--- src/rtl/ssp_pkg.sv ---
// Shared sizing constants for the SSP transmit path.
package ssp_pkg;

  localparam int unsigned SSP_WORD_W        = 8;
  localparam int unsigned SSP_TX_FIFO_DEPTH = 4;
  localparam int unsigned SSP_TX_PTR_W      = $clog2(SSP_TX_FIFO_DEPTH);

endpackage

--- src/rtl/ssp_fifo_mem.sv ---
// Register-array storage: one synchronous write port, one asynchronous read port, no reset.
module ssp_fifo_mem #(
  parameter int unsigned WIDTH  = 8,
  parameter int unsigned DEPTH  = 4,
  parameter int unsigned ADDR_W = 2
) (
  input  logic              clk_i,
  input  logic              we_i,
  input  logic [ADDR_W-1:0] waddr_i,
  input  logic [WIDTH-1:0]  wdata_i,
  input  logic [ADDR_W-1:0] raddr_i,
  output logic [WIDTH-1:0]  rdata_o
);

  logic [WIDTH-1:0] mem_q [DEPTH];

  always_ff @(posedge clk_i) begin
    if (we_i) begin
      mem_q[waddr_i] <= wdata_i;
    end
  end

  assign rdata_o = mem_q[raddr_i];

endmodule

--- src/rtl/ssp_tx_fifo.sv ---
// SSP transmit FIFO: show-ahead head word to the serializer, full/empty decoded from
// an occupancy counter, sticky overflow on writes dropped while full.
module ssp_tx_fifo
  import ssp_pkg::*;
#(
  parameter int unsigned WIDTH = SSP_WORD_W,
  parameter int unsigned DEPTH = SSP_TX_FIFO_DEPTH
) (
  input  logic             PCLK,
  input  logic             CLEAR,
  input  logic             PSEL,
  input  logic             PWRITE,
  input  logic [WIDTH-1:0] PWDATA,
  input  logic             TxNextWord,
  output logic [WIDTH-1:0] TxData,
  output logic             TxValidWord,
  output logic             TxIsEmpty,
  output logic             SSPTXINTR,
  output logic             TxOverflow
);

  localparam int unsigned PTR_W = (DEPTH > 1) ? $clog2(DEPTH) : 1;
  localparam int unsigned CNT_W = $clog2(DEPTH) + 1;
  localparam logic [CNT_W-1:0] FULL_CNT = CNT_W'(DEPTH);

  logic [PTR_W-1:0] wr_ptr_q, wr_ptr_d;
  logic [PTR_W-1:0] rd_ptr_q, rd_ptr_d;
  logic [CNT_W-1:0] count_q, count_d;
  logic             ovf_q, ovf_d;

  logic             wr_req, full, empty, push, pop;
  logic [WIDTH-1:0] head_word;

  assign wr_req = PSEL & PWRITE;
  assign full   = (count_q == FULL_CNT);
  assign empty  = (count_q == '0);
  // Both qualifiers use the pre-edge count, so push+pop on empty keeps only the push.
  assign push   = wr_req & ~full;
  assign pop    = TxNextWord & ~empty;

  always_comb begin
    wr_ptr_d = wr_ptr_q;
    rd_ptr_d = rd_ptr_q;
    count_d  = count_q;
    ovf_d    = ovf_q | (wr_req & full);
    if (push) begin
      wr_ptr_d = wr_ptr_q + PTR_W'(1);
    end
    if (pop) begin
      rd_ptr_d = rd_ptr_q + PTR_W'(1);
    end
    case ({push, pop})
      2'b10:   count_d = count_q + CNT_W'(1);
      2'b01:   count_d = count_q - CNT_W'(1);
      default: count_d = count_q;
    endcase
  end

  always_ff @(posedge PCLK) begin
    if (CLEAR) begin
      wr_ptr_q <= '0;
      rd_ptr_q <= '0;
      count_q  <= '0;
      ovf_q    <= 1'b0;
    end else begin
      wr_ptr_q <= wr_ptr_d;
      rd_ptr_q <= rd_ptr_d;
      count_q  <= count_d;
      ovf_q    <= ovf_d;
    end
  end

  ssp_fifo_mem #(
    .WIDTH  (WIDTH),
    .DEPTH  (DEPTH),
    .ADDR_W (PTR_W)
  ) u_mem (
    .clk_i   (PCLK),
    .we_i    (push & ~CLEAR),
    .waddr_i (wr_ptr_q),
    .wdata_i (PWDATA),
    .raddr_i (rd_ptr_q),
    .rdata_o (head_word)
  );

  // Storage is never reset, so the head word is masked whenever the queue is empty.
  assign TxData      = empty ? '0 : head_word;
  assign TxValidWord = ~empty;
  assign TxIsEmpty   = empty;
  assign SSPTXINTR   = full;
  assign TxOverflow  = ovf_q;

endmodule

--- config.mk ---
export PLATFORM = sky130hd
export DESIGN_NAME = ssp_tx_fifo
export DESIGN_NICKNAME = d
export VERILOG_FILES = /design/src/rtl/ssp_pkg.sv /design/src/rtl/ssp_fifo_mem.sv /design/src/rtl/ssp_tx_fifo.sv
export SDC_FILE = /design/constraint.sdc
export NUM_CORES = 1
export LEC_CHECK = 0
export ABC_AREA = 1
export CAP_MARGIN = 15
export CORE_MARGIN = 2
export CORE_UTILIZATION = 45
export CTS_CLUSTER_DIAMETER = 200
export DETAILED_ROUTE_END_ITERATION = 12
export PLACE_DENSITY_LB_ADDON = 0.05
export SLEW_MARGIN = 10
export SYNTH_ARGS = -nofsm -noshare
export SYNTH_HDL_FRONTEND = slang
export SYNTH_SLANG_ARGS = --single-unit
--- constraint.sdc ---
create_clock -name PCLK -period 1.8 [get_ports PCLK]
set_input_delay 0.18 -clock PCLK [delete_from_list [all_inputs] [get_ports PCLK]]
set_output_delay 0.18 -clock PCLK [all_outputs]
set_load 0.02 [all_outputs]
==> out/summary.md, run 1 <==
### Final layout
* 58.5% — post-layout util
* 25.5% — area added between synthesis and finish
* 0 — final antenna diode count
* 264 — Layout Cells excl Fill
* 1170 µm² — sequential cell area
* 554 µm² — multi-input gate area in the final layout
* 2320 µm² — post-route cell area
* 23.8% — fraction of final layout cells sized beyond drive strength 1
* 232 — Layout Nets
* 346 — fill cell count

### Global routing
* 18 — maximum number of pins on one net before global-route repair
* 17.1% — total routing resource utilization after global routing
* 0 — remaining global-route overflow
* 5.67 mm — first-pass GRT wire length
* 1,237 — number of global-route vias before repair
* 0 — number of antenna violations at the first check in global routing

### Setup path
* 9 — Worst Path Max Fanout
* 1.62 ns — Req. time, crit path
* output pin — critical path endpoint category
* register — type of element launching the critical path
* reg -> out — type of the worst setup path
* 1.53 ns — arrival time of the worst setup path

### Yosys
* 51.9% — post-synth top area share
* sky130_fd_sc_hd__edfxtp_1 (32), sky130_fd_sc_hd__nor2_1 (29), sky130_fd_sc_hd__inv_1 (17) — Commonest cells post-synth
* 0% — Async SR Flop Fraction
* 10.9 µm² — per-instance average area after synthesis
* sky130_fd_sc_hd__edfxtp_1 — Main synth FF type
* 42 — register bit total from synthesis
* 0 — number of warning messages in the yosys log
* sky130_fd_sc_hd__edfxtp_1 — library cell with the largest summed area after synthesis
* sky130_fd_sc_hd__edfxtp_1 (52%), sky130_fd_sc_hd__dfxtp_1 (11%), sky130_fd_sc_hd__nor2_1 (5.9%), sky130_fd_sc_hd__nor2_2 (4.1%), sky130_fd_sc_hd__a21oi_1 (3.5%) — top area cells in the synthesized netlist
* 62.7% — post-synthesis sequential area ratio
* 1850 µm² — synthesized area
* 189 — Net Count, Synth
* 170 — Mapped Cells
* 32 — Post-synth EDFFs
* 18 — number of distinct standard cells referenced by the synthesized netlist
* sky130_fd_sc_hd__edfxtp_1 — count leader, synth

### Place
* -0.0726 ns — DP Worst Slack
* 0.760 — placer congestion estimate
* 2210 µm² — total placed instance area
* 2.45 mm — post-detailed-placement half-perimeter wirelength
* 254 — cell total after placement
* 24 — number of port buffers

### Clock network
* 2 — buffer depth of the longest clock path
* 5 — number of buffers inserted during clock tree synthesis
* 42 — clock sink count
* sky130_fd_sc_hd__clkbuf_8 — buffer cell driving the clock tree root
* built — CTS tree
* 2 — number of levels in the clock H-tree
* 0.29 ns — Clk Latency, worst-skew pair
* 0.08 ns — register clock-pin slew on the reported worst setup and hold paths

### Timing
* 0.0871 ns — Setup WS post-layout
* 0 — Final setup viols
* 0.225 ns — Worst Tran Pin Value
* 0.00536 ns — final clock skew
* 85.0% — worst relative slew slack
* 95.2% — Final Cycle Share
* 1.71 ns — Tmin final
* 584 MHz — highest clock rate
* 0 — Hold Fails Final Rpt
* 0 — final max-slew violation count

### Power
* 0.000909 µW — leakage power of the design
* 1330 nW/µm² — power density normalized to cell area
* 0.665 mV — largest voltage drop on the vdd net

### Die
* 4640 µm² — area of the die
* 68.2 µm — die height
* 46.6% — initial core utilization
* 3970 µm² — standard cell core area
* 23 — placement row count
* 25 — Boundary Pins
* 68.2 µm — floorplan die width

### Drt
* 4.82 — post-detailed-route via-to-cell ratio
* 0 — # DRC
* 0 — DRT antenna net count
* 13.3 µm — routed wire length per instance
* 3.50 mm — WL final
* 53 — number of DRC markers after the initial detailed-route iteration
* 1,273 — routed vias
* 4 — number of detailed-routing iterations run before antenna repair

### Hold path
* reg -> reg — worst min-delay path category

### Outcome
* completed — result of the run

### Flow run
* 0 — maxcap violations

==> registers in the layout, indices dropped and copies added, names as in the netlist, named ones only <==
name,cells
u_mem.mem_q,32
count_q,3
rd_ptr_q,2
wr_ptr_q,2
TxOverflow,1
==> worst max-delay path, cell delays in order, from the launching register on <==
cell and delay [ns]:
sky130_fd_sc_hd__dfxtp_4 0.36, sky130_fd_sc_hd__nor2_4 0.12, sky130_fd_sc_hd__nand2_2 0.08, sky130_fd_sc_hd__buf_4 0.14, sky130_fd_sc_hd__inv_2 0.15, sky130_fd_sc_hd__a21oi_1 0.07, sky130_fd_sc_hd__dlygate4sd2_1 0.32
==> report_power, final <==
group	switching, µW	internal [µW]
logic	717	473
registers	55.7	1120
clock network	313	414
total	1080	2010
==> placed cells by master, fill, tap and decap left out <==
master / Yosys / final
sky130_fd_sc_hd__a21oi_1: 13 / 13
sky130_fd_sc_hd__buf_12: 2 / 1
sky130_fd_sc_hd__buf_4: 0 / 15
sky130_fd_sc_hd__bufinv_16: 0 / 1
sky130_fd_sc_hd__clkbuf_1: 0 / 1
sky130_fd_sc_hd__clkbuf_2: 0 / 4
sky130_fd_sc_hd__clkbuf_8: 0 / 5
sky130_fd_sc_hd__clkdlybuf4s15_1: 0 / 2
sky130_fd_sc_hd__clkdlybuf4s50_1: 0 / 14
sky130_fd_sc_hd__clkinvlp_4: 0 / 1
sky130_fd_sc_hd__dfxtp_1: 10 / 7
sky130_fd_sc_hd__dfxtp_2: 0 / 2
sky130_fd_sc_hd__dfxtp_4: 0 / 1
sky130_fd_sc_hd__dlygate4sd2_1: 0 / 4
sky130_fd_sc_hd__edfxtp_1: 32 / 32
sky130_fd_sc_hd__fa_1: 1 / 1
sky130_fd_sc_hd__ha_1: 5 / 5
sky130_fd_sc_hd__inv_1: 17 / 17
sky130_fd_sc_hd__inv_2: 4 / 3
sky130_fd_sc_hd__inv_4: 0 / 1
sky130_fd_sc_hd__nand2_1: 13 / 13
sky130_fd_sc_hd__nand2_2: 3 / 3
sky130_fd_sc_hd__nand3_1: 6 / 6
sky130_fd_sc_hd__nor2_1: 29 / 29
sky130_fd_sc_hd__nor2_2: 12 / 11
sky130_fd_sc_hd__nor2_4: 2 / 3
sky130_fd_sc_hd__o21a_1: 1 / 1
sky130_fd_sc_hd__o21ai_0: 8 / 8
sky130_fd_sc_hd__o21ai_1: 10 / 10
==> per-stage QoR <==
step / power (µW) / setup TNS, ns / hold WS, ns
after global placement: 2380 / -0.0159 / 0.454
after global routing: 3290 / -0.0399 / 0.506
after CTS: 3070 / 0 / 0.481
after floorplan: 1950 / 0 / 0.249
after detailed placement: 2430 / -0.138 / 0.458
final: 3090 / 0 / 0.476
==> layer usage <==
metal / vias to the layer above / wire, µm / global-route usage [%]
met2: 16 / 1670 / 27.9
met4: 0 / 35 / 6.00
li1: 647 / - / -
met5: - / 0 / 0
met3: 6 / 103 / 3.95
met1: 604 / 1690 / 22.4
==> path summary, 6_finish.rpt <==
check | slack [ns] | cells past startpoint | end | from
min reg2reg | 0.48 | 1 | TxOverflow | TxOverflow
max | 0.09 | 6 | TxData[1] | count_q[1]
min | 0.48 | 1 | TxOverflow | TxOverflow
max reg2reg | 0.09 | 13 | count_q[2] | count_q[1]
==> final cells by class <==
| cell class | count | area share [%] |
|---|---|---|
| multi-input cells | 103 | 23.9 |
| clock buffers | 6 | 3.12 |
| flip-flops and latches | 42 | 50.2 |
| well taps | 50 | 2.69 |
| repair buffers | 40 | 15.0 |
| clock inverters | 2 | 1.62 |
| inverters | 21 | 3.50 |
==> kinds of logic (layout without fill, tap and decap cells) <==
logic type / count (synthesis) / after routing / share of synthesized area, %
flops: 42 / 42 / 62.7
compound gates: 32 / 32 / 8.78
buf+inv: 25 / 69 / 7.63
simple gates: 65 / 65 / 16.4
fa+ha+maj: 6 / 6 / 4.46
==> what timing repair did <==
| action | CTS | global route |
|---|---|---|
| cloned | 0 | 0 |
| buffers inserted | 0 | 2 |
| hold buffers | 0 | 0 |
| resized for setup | 12 | 14 |
| endpoints found under the setup margin | 10 | 7 |
| pin swaps | 0 | 1 |
Note: power is estimated with default switching activity, not from simulation.
==> run 2, diff against run 1 <==
- CORE_UTILIZATION: 45 -> 53
==> run 2 against run 1 <==
  * First-iteration DRC count shrank 60%
  * Setup slack got worse by 0.0029 ns
  * Highest routed layer unchanged
  * Largest cell class unchanged
  * Largest power group is now registers
  * Sequential share of layout area increased by 0.80 points
  * Maximum frequency fell by 0.17%
  * Critical path depth up 7
  * Global-route usage up 2.1 points
  * Sequential power about the same
  * Power fell by 9.1%
  * Cell count fell by 0.76%
  * Critical path type is now reg -> reg
  * Die area fell by 14%
==> out/summary.md, run 2 (synthesis results as in run 1) <==
### Timing
* true — unrepaired setup endpoints after global routing
* 0.241 ns — Worst Tran Pin Value
* 0.0164 ns — final clock skew
* 583 MHz — highest clock rate
* 0 — Final setup viols
* 0.450 ns — tightest hold margin
* 0 ns — Post-Route Setup TNS
* 0 — final max-slew violation count
* 0 — Hold Fails Final Rpt
* 0.0841 ns — Setup WS post-layout
* 95.3% — Final Cycle Share
* 83.9% — worst relative slew slack
* 1.72 ns — Tmin final

### Final layout
* 1160 µm² — sequential cell area
* 32 — flip-flop count of the largest register, all copies and words added
* sky130_fd_sc_hd__edfxtp_1 — commonest non-fill, non-tap cell in the layout
* 26.9% — fraction of final layout cells sized beyond drive strength 1
* 265 — fill cell count
* 262 — Layout Cells excl Fill
* 234 — Layout Nets
* 549 µm² — multi-input gate area in the final layout
* u_mem.mem_q — register name with the most flops
* 2280 µm² — post-route cell area
* 0 — final antenna diode count
* sky130_fd_sc_hd__edfxtp_1 (32), sky130_fd_sc_hd__nor2_1 (29), sky130_fd_sc_hd__inv_1 (17), sky130_fd_sc_hd__buf_4 (17) — commonest cells after routing, fill and taps aside
* u_mem.mem_q: 32 flops, count_q: 3 flops — Largest regs
* 23.2% — area added between synthesis and finish

### Die
* 55.5% — initial core utilization
* 25 — Boundary Pins
* 21 — placement row count
* 3980 µm² — area of the die
* 63.1 µm — die height
* 3340 µm² — standard cell core area
* 63.1 µm — floorplan die width

### Drt
* 13.4 µm — routed wire length per instance
* 1,285 — routed vias
* 0 — DRT antenna net count
* 0 — # DRC
* 1.42 mm — routed length on met1
* 21 — number of DRC markers after the initial detailed-route iteration
* 156 µm — routed length on met3
* 1.87 mm — met2 wirelength from detailed routing
* 4 — number of detailed-routing iterations run before antenna repair
* met4 — top routing layer in use
* 4.90 — post-detailed-route via-to-cell ratio
* 3.50 mm — WL final

### Power
* 17.5% — part of the total power dissipated in the clock network
* 37.9% — sw frac
* 0.000913 µW — leakage power of the design
* 1230 nW/µm² — power density normalized to cell area
* 41.5% — fraction of power consumed by sequential logic
* 41.0% — Combinational Power Share
* 1740 µW — internal power of the cells
* 0.738 mV — largest voltage drop on the vdd net
* 1070 µW — power dissipated by switching net loads

### Clock network
* 5 — number of buffers inserted during clock tree synthesis
* 2 — buffer depth of the longest clock path
* 0.35 ns — Clk Latency, worst-skew pair
* 0.13 ns — register clock-pin slew on the reported worst setup and hold paths
* 0 — count of hold buffers inserted by post-cts repair
* sky130_fd_sc_hd__clkbuf_4 — buffer cell driving the clock tree root
* built — CTS tree
* 42 — clock sink count
* 2 — number of levels in the clock H-tree

### Global routing
* 18 — maximum number of pins on one net before global-route repair
* 0 — number of antenna violations at the first check in global routing
* 0 — remaining global-route overflow
* 5.62 mm — first-pass GRT wire length
* 1,238 — number of global-route vias before repair
* 19.2% — total routing resource utilization after global routing

### Setup path
* sky130_fd_sc_hd__nand2_1 — most frequent CP cell
* sky130_fd_sc_hd__dfxtp_1 — Critical Path Slowest Stage Cell
* 1.98 ns — arrival time of the worst setup path
* register — type of element launching the critical path
* nor2_2, nand2_2, nand2_1, inv_2, ha_1, inv_1, fa_1, inv_1, nand2_1, nand3_1, nand2_1, nand2_1, nor2_1 — critical path cell sequence
* 0.38 ns — delay of the slowest cell on the worst path
* 5 — Worst Path Max Fanout
* 3 — count of buffering cells on the critical path with inverters included
* reg -> reg — type of the worst setup path
* register — critical path endpoint category
* 2.07 ns — Req. time, crit path
* adder cells — family with the most delay on the worst path

### Outcome
* completed — result of the run

### Hold path
* in -> reg — worst min-delay path category

### Place
* 0.730 — placer congestion estimate
* 2.45 mm — post-detailed-placement half-perimeter wirelength
* 24 — number of port buffers
* 252 — cell total after placement
* 2220 µm² — total placed instance area
* -0.0419 ns — DP Worst Slack

### Flow run
* 0 — maxcap violations

-- run 2: layout make-up --
cell class | count | area share [%]
clock inverters | 2 | 0.548
clock buffers | 6 | 2.25
multi-input cells | 103 | 24.1
inverters | 21 | 3.67
well taps | 46 | 2.52
flip-flops and latches | 42 | 51.0
repair buffers | 42 | 15.9
-- run 2: power by group through the flow --
stage                     logic (µW)  registers (µW)  clock network (µW)
after global placement          1180            1180                   0
after floorplan                  777            1170                   0
after detailed placement        1220            1180                   0
after global routing            1260            1180                 545
after CTS                       1140            1160                 501
final                           1150            1170                 491
-- run 2: worst paths after layout --
kind / from / end / slack, ns / depth (start not counted)
worst max register to register: count_q[0] / count_q[2] / 0.08 / 13
worst min register to register: TxOverflow / TxOverflow / 0.48 / 1
worst max-delay path: count_q[0] / count_q[2] / 0.08 / 13
worst min-delay path: PWDATA[6] / u_mem.mem_q[2][6] / 0.45 / 1
-- run 2: what timing repair did --
item	in CTS	in global routing
pin swaps	0	0
gates cloned	0	0
endpoints found under the setup margin	10	11
resized for setup	21	15
buffers inserted	0	2
-- run 2: per-stage QoR --
stage               util, %  total power (µW)
detailed placement     66.5              2400
finish                 68.4              2810
floorplan                 -              1950
global route           68.4              2980
global placement       66.5              2360
CTS                    68.1              2800
-- run 2: metal layers --
metal / GRT usage [%] / vias up
met3: 5.71 / 6
met1: 21.4 / 592
met2: 35.0 / 32
met5: 0 / -
met4: 5.83 / 0
li1: - / 655
